`src/rtl/qupls_mem_issue_queue.sv`:
```
// In-order issue queue between the memory scheduler and the LSU request port.
// Accepts up to two ROB indices per cycle, issues one per cycle, drains stomped entries.
module qupls_mem_issue_queue #(
  parameter int unsigned QDEPTH      = 8,
  parameter int unsigned ROB_ENTRIES = 32,
  parameter int unsigned NDX_W       = $clog2(ROB_ENTRIES),
  parameter int unsigned CNT_W       = $clog2(QDEPTH + 1)
) (
  input  logic                   clk,
  input  logic                   rst_n,
  input  logic [NDX_W-1:0]       ndx0_i,
  input  logic                   ndx0v_i,
  input  logic                   ndx0_store_i,
  input  logic [NDX_W-1:0]       ndx1_i,
  input  logic                   ndx1v_i,
  input  logic                   ndx1_store_i,
  input  logic [ROB_ENTRIES-1:0] robentry_stomp_i,
  output logic                   q_full_o,
  output logic                   mem_req_v_o,
  output logic [NDX_W-1:0]       mem_req_ndx_o,
  output logic                   mem_req_store_o,
  input  logic                   mem_req_rdy_i,
  output logic [CNT_W-1:0]       q_count_o,
  output logic                   q_overflow_o
);

  localparam int unsigned PTR_W = $clog2(QDEPTH);

  logic             live_q  [QDEPTH];
  logic             live_d  [QDEPTH];
  logic [NDX_W-1:0] ndx_q   [QDEPTH];
  logic [NDX_W-1:0] ndx_d   [QDEPTH];
  logic             store_q [QDEPTH];
  logic             store_d [QDEPTH];

  logic [PTR_W-1:0] head_q, head_d;
  logic [PTR_W-1:0] tail_q, tail_d;
  logic [CNT_W-1:0] count_q, count_d;
  logic             full_q, full_d;
  logic             overflow_q, overflow_d;

  logic             not_empty;
  logic             head_live;
  logic             head_stomp;
  logic             deq;
  logic [1:0]       enq_cnt;
  logic [PTR_W-1:0] wptr;
  logic [PTR_W-1:0] offs;

  // State register
  always_ff @(posedge clk or negedge rst_n) begin
    if (!rst_n) begin
      for (int i = 0; i < QDEPTH; i++) begin
        live_q[i]  <= 1'b0;
        ndx_q[i]   <= '0;
        store_q[i] <= 1'b0;
      end
      head_q     <= '0;
      tail_q     <= '0;
      count_q    <= '0;
      full_q     <= 1'b0;
      overflow_q <= 1'b0;
    end else begin
      for (int i = 0; i < QDEPTH; i++) begin
        live_q[i]  <= live_d[i];
        ndx_q[i]   <= ndx_d[i];
        store_q[i] <= store_d[i];
      end
      head_q     <= head_d;
      tail_q     <= tail_d;
      count_q    <= count_d;
      full_q     <= full_d;
      overflow_q <= overflow_d;
    end
  end

  // Next-state and head-request logic
  always_comb begin
    live_d     = live_q;
    ndx_d      = ndx_q;
    store_d    = store_q;
    head_d     = head_q;
    tail_d     = tail_q;
    overflow_d = overflow_q;
    enq_cnt    = 2'd0;
    wptr       = tail_q;
    offs       = '0;

    not_empty  = (count_q != '0);
    head_live  = live_q[head_q];
    head_stomp = robentry_stomp_i[ndx_q[head_q]];

    // A stomp on the head kills the request in the same cycle
    mem_req_v_o     = not_empty & head_live & ~head_stomp;
    mem_req_ndx_o   = not_empty ? ndx_q[head_q] : '0;
    mem_req_store_o = not_empty & store_q[head_q];

    deq = not_empty & ((mem_req_v_o & mem_req_rdy_i) | ~head_live | head_stomp);

    for (int i = 0; i < QDEPTH; i++) begin
      offs = PTR_W'(i) - head_q;
      if ((CNT_W'(offs) < count_q) && robentry_stomp_i[ndx_q[i]]) begin
        live_d[i] = 1'b0;
      end
    end

    if (deq) begin
      live_d[head_q] = 1'b0;
      head_d         = head_q + PTR_W'(1);
    end

    // Full is registered, so the free slots written here are never occupied or being dequeued
    if (ndx0v_i | ndx1v_i) begin
      if (full_q) begin
        overflow_d = 1'b1;
      end else begin
        if (ndx0v_i) begin
          live_d[wptr]  = ~robentry_stomp_i[ndx0_i];
          ndx_d[wptr]   = ndx0_i;
          store_d[wptr] = ndx0_store_i;
          wptr          = wptr + PTR_W'(1);
        end
        if (ndx1v_i) begin
          live_d[wptr]  = ~robentry_stomp_i[ndx1_i];
          ndx_d[wptr]   = ndx1_i;
          store_d[wptr] = ndx1_store_i;
          wptr          = wptr + PTR_W'(1);
        end
        tail_d  = wptr;
        enq_cnt = 2'(ndx0v_i) + 2'(ndx1v_i);
      end
    end

    count_d = count_q + CNT_W'(enq_cnt) - CNT_W'(deq);
    full_d  = (count_d >= CNT_W'(QDEPTH - 1));
  end

  assign q_full_o     = full_q;
  assign q_count_o    = count_q;
  assign q_overflow_o = overflow_q;

endmodule

```
`config.mk`:
```
export PLATFORM = sky130hd
export DESIGN_NAME = qupls_mem_issue_queue
export DESIGN_NICKNAME = d
export VERILOG_FILES = /design/src/rtl/qupls_mem_issue_queue.sv
export SDC_FILE = /design/constraint.sdc
export NUM_CORES = 1
export LEC_CHECK = 0
export CAP_MARGIN = 20
export CORE_MARGIN = 2
export CORE_UTILIZATION = 50
export CTS_BUF_LIST = sky130_fd_sc_hd__clkbuf_16
export CTS_CLUSTER_DIAMETER = 80
export DETAILED_ROUTE_END_ITERATION = 6
export MAX_ROUTING_LAYER = met4
export PLACE_DENSITY = 0.7
export SETUP_SLACK_MARGIN = 0.02
export SKIP_LAST_GASP = 1
export SYNTH_ARGS = -nofsm -noshare
export SYNTH_HDL_FRONTEND = slang
export SYNTH_SLANG_ARGS = --single-unit
export TNS_END_PERCENT = 5
```
`constraint.sdc`:
```
create_clock -name clk -period 5.6 [get_ports clk]
set_clock_uncertainty 0.05 [all_clocks]
set_input_delay 1.12 -clock clk [delete_from_list [all_inputs] [get_ports clk]]
set_output_delay 1.12 -clock clk [all_outputs]
set_load 0.05 [all_outputs]
```
==> impl_metrics.py <==
metrics = {
    "floorplan": {
        "core-area_um2": 14640,
        "start_util_pct": 51.67,
        "ios": 62,
        "num_rows": 44,
        "fp.dieArea_um2": 16130,
        "die_h_um": 127.0,
        "die_w_um": 127.0,
    },
    "yosys": {
        "syn_area_per_cell_um2": 10.02,
        "synth-seq-area-share_pct": 22.49,
        "synth_cell_type_count": 57,
        "syn_area_um2": 7566,
        "syn_inst": 755,
        "synth_edf_count": 0,
        "async_reset_ff_share_pct": 100.0,
        "ys_ff_latch": 68,
        "ys.flop_type": "dfrtp_1",
        "yosys_warnings": 0,
        "syn-num-nets": 833,
    },
    "pwr": {
        "swShare_pct": 50.58,
        "p_int_mw": 2.832,
        "peakVddDrop_mv": 0.4432,
        "clock_power_share_pct": 9.6,
        "p_leak_nw": 3.226,
        "p_per_area_nw_per_um2": 673.4,
        "p_switching_mw": 2.899,
        "p_comb_share_pct": 66.8,
        "p_seq_share_pct": 23.5,
    },
    "drt": {
        "drtIter0Drc": 974,
        "drtAntennaViolNets": 0,
        "wl_per_cell_um": 28.52,
        "vias": 7122,
        "firstDrtPassIters": 5,
        "via_per_inst": 7.521,
        "drt_wl_total_um": 27010,
        "drc": 0,
    },
    "worst_hold_path": {
        "hold_class": "flop to flop",
        "hp-start": "q_overflow_o$_DFFE_PN0P_",
    },
    "clock_tree": {
        "post_cts_buffers": 0,
        "numCtsBuffers": 9,
        "cts_root_buf": "clkbuf_16",
        "cts_buffer_depth": 2,
        "cts.clk_slew.worst_paths_ns": 0.06,
        "cts_resized": 0,
        "cts.sinks": 68,
        "insertion_delay_ns": 0.34,
        "htreeDepth": 3,
        "cts_hold_buf": 0,
        "cts_tree": "built",
    },
    "sta": {
        "slew_headroom_pct": 40.55,
        "worst_slew_pin_slew_ns": 0.8918,
        "finalHoldViolCount": 0,
        "report.final.slew_viol_count": 0,
        "fmax_mhz": 211.6,
        "rsz0062_at_grt": "no",
        "setup_violations": 0,
        "setup-tns-final_ns": 0,
        "fin_crit_sh_pct": 84.39,
        "fin_crit_ns": 4.726,
    },
    "global_routing": {
        "antenna_found_initial": 0,
        "grt_max_degree": 69,
        "grt_pass1_wl_um": 41590,
        "overflow": 0,
        "grt_pass1_vias": 6767,
        "grt_use_total_pct": 35.17,
    },
    "worst_setup_path": {
        "critPathMaxFanout": 42,
        "cp-start-kind": "flop",
        "r2r-start": "head_q[0]$_DFFE_PN0N_",
        "endpoint_kind": "primary output",
        "critical_path_class": "flop to primary output",
        "startpoint": "head_q[0]$_DFFE_PN0N_",
        "worstPathRequired_ns": 4.43,
        "cp_data_arrival_time_ns": 3.56,
    },
    "place": {
        "gp_congestion": 1.023,
        "io_buffers": 61,
        "dp_cells": 929,
        "dpl.hpwl_um": 19570,
        "placed_area_um2": 8220,
    },
    "finish": {
        "stdcell_area_um2": 8509,
        "drive_gt1_share_pct": 22.86,
        "nets": 834,
        "mostFrequentLayoutCells": "110 x mux4_2, 74 x a21oi_1, 68 x dfrtp_1",
        "syn2layout_area_growth_pct": 12.47,
        "stdcell_count": 947,
        "finish.utilization_pct": 58.11,
        "final_common_cell": "mux4_2",
    },
    "flow_run": {
        "cap_violations": 0,
    },
    "status": {
        "outcome": "complete, no violations",
    },
}
## state kept, by name, indices dropped and copies added (netlist names)
| register | flops |
|---|---|
| store_q | 8 |
| head_q | 3 |
| ndx_q | 40 |
| tail_q | 3 |
| q_full_o | 1 |
| q_count_o | 4 |
| live_q | 8 |
| q_overflow_o | 1 |
## metal layers
layer / part of all wire (%) / global-route usage (%) / vias to the layer above
met3: 13 / 10.34 / 80
met5: 0 / - / -
met4: 3.9 / 14.03 / 0
li1: - / - / 2938
met1: 39 / 48.30 / 3481
met2: 44 / 49.46 / 623
## metrics by stage
stage	hold slack [ns]	power, mW	setup WS [ns]
final	0.4225	5.730	0.8744
after global routing	0.4752	6.038	0.6321
after CTS	0.4263	5.632	0.9052
after detailed placement	0.4139	5.072	0.8746
after global placement	0.3865	4.982	0.9620
after floorplan	0.4399	3.931	1.295
## logic make-up after synthesis
kind of cell	count (synthesis)	share of synthesized area, %
simple gates	184	11.54
xor+xnor	12	1.389
flops	68	22.49
mux	136	36.33
buf+inv	126	6.747
fa+ha+maj	29	4.895
compound gates	200	16.60
## worst max-delay path, stage by stage, from the launching register on
cell,delay [ns]
dfrtp_1,0.52
buf_4,0.50
mux2i_1,0.30
a2111oi_0,0.11
a31oi_1,0.22
o221ai_1,0.28
a311oi_1,0.35
or3b_2,0.47
a21oi_1,0.26
buf_12,0.18
## power groups by stage
stage               logic, mW  registers [mW]  clock network, mW
floorplan                3.00           0.933                  0
global placement         3.66            1.32                  0
detailed placement       3.75            1.33                  0
CTS                      3.76            1.32              0.556
global route             4.09            1.38              0.574
finish                   3.83            1.35              0.552
## final timing paths
kind | endpoint | slack [ns] | cells after the start
worst max-delay path | mem_req_v_o | 0.87 | 9
worst min-delay path | q_overflow_o$_DFFE_PN0P_ | 0.42 | 1
worst max register to register | q_full_o$_DFF_PN0_ | 0.90 | 16
worst min register to register | q_overflow_o$_DFFE_PN0P_ | 0.42 | 1
max in group asynchronous | ndx_q[3]$_DFFE_PN0P_ | 3.98 | 2
min in group asynchronous | q_full_o$_DFF_PN0_ | 0.93 | 2
## cell usage after synthesis, types with 7 or more instances
cell       number  area share (%)
dfrtp_1        68              22
ha_1           28             4.6
clkbuf_1       67             3.3
a2bb2oi_1       8            0.93
xnor2_1         7            0.81
a21oi_1        74             4.9
buf_1          14            0.69
o21ai_0        17             1.1
mux2i_1        19             2.5
o221ai_1        9             1.0
nand2b_1       12            0.99
mux4_2        110              33
inv_1          23             1.1
o22ai_1        57             4.7
nand3_1        31             2.1
nand2_1        41             2.0
buf_2          14            0.93
nor2_1         63             3.1
## cell type report
class	instances	area, um2
Fill cell	1238	6135
Multi-Input combinational cell	561	5361
Sequential cell	68	1702
Timing Repair Buffer	89	825.8
Tap cell	184	230.2
Clock buffer	9	225.2
Inverter	27	101.3
Clock inverter	7	58.81
Antenna cell	2	5.005
Note: power is estimated with default switching activity, not from simulation.
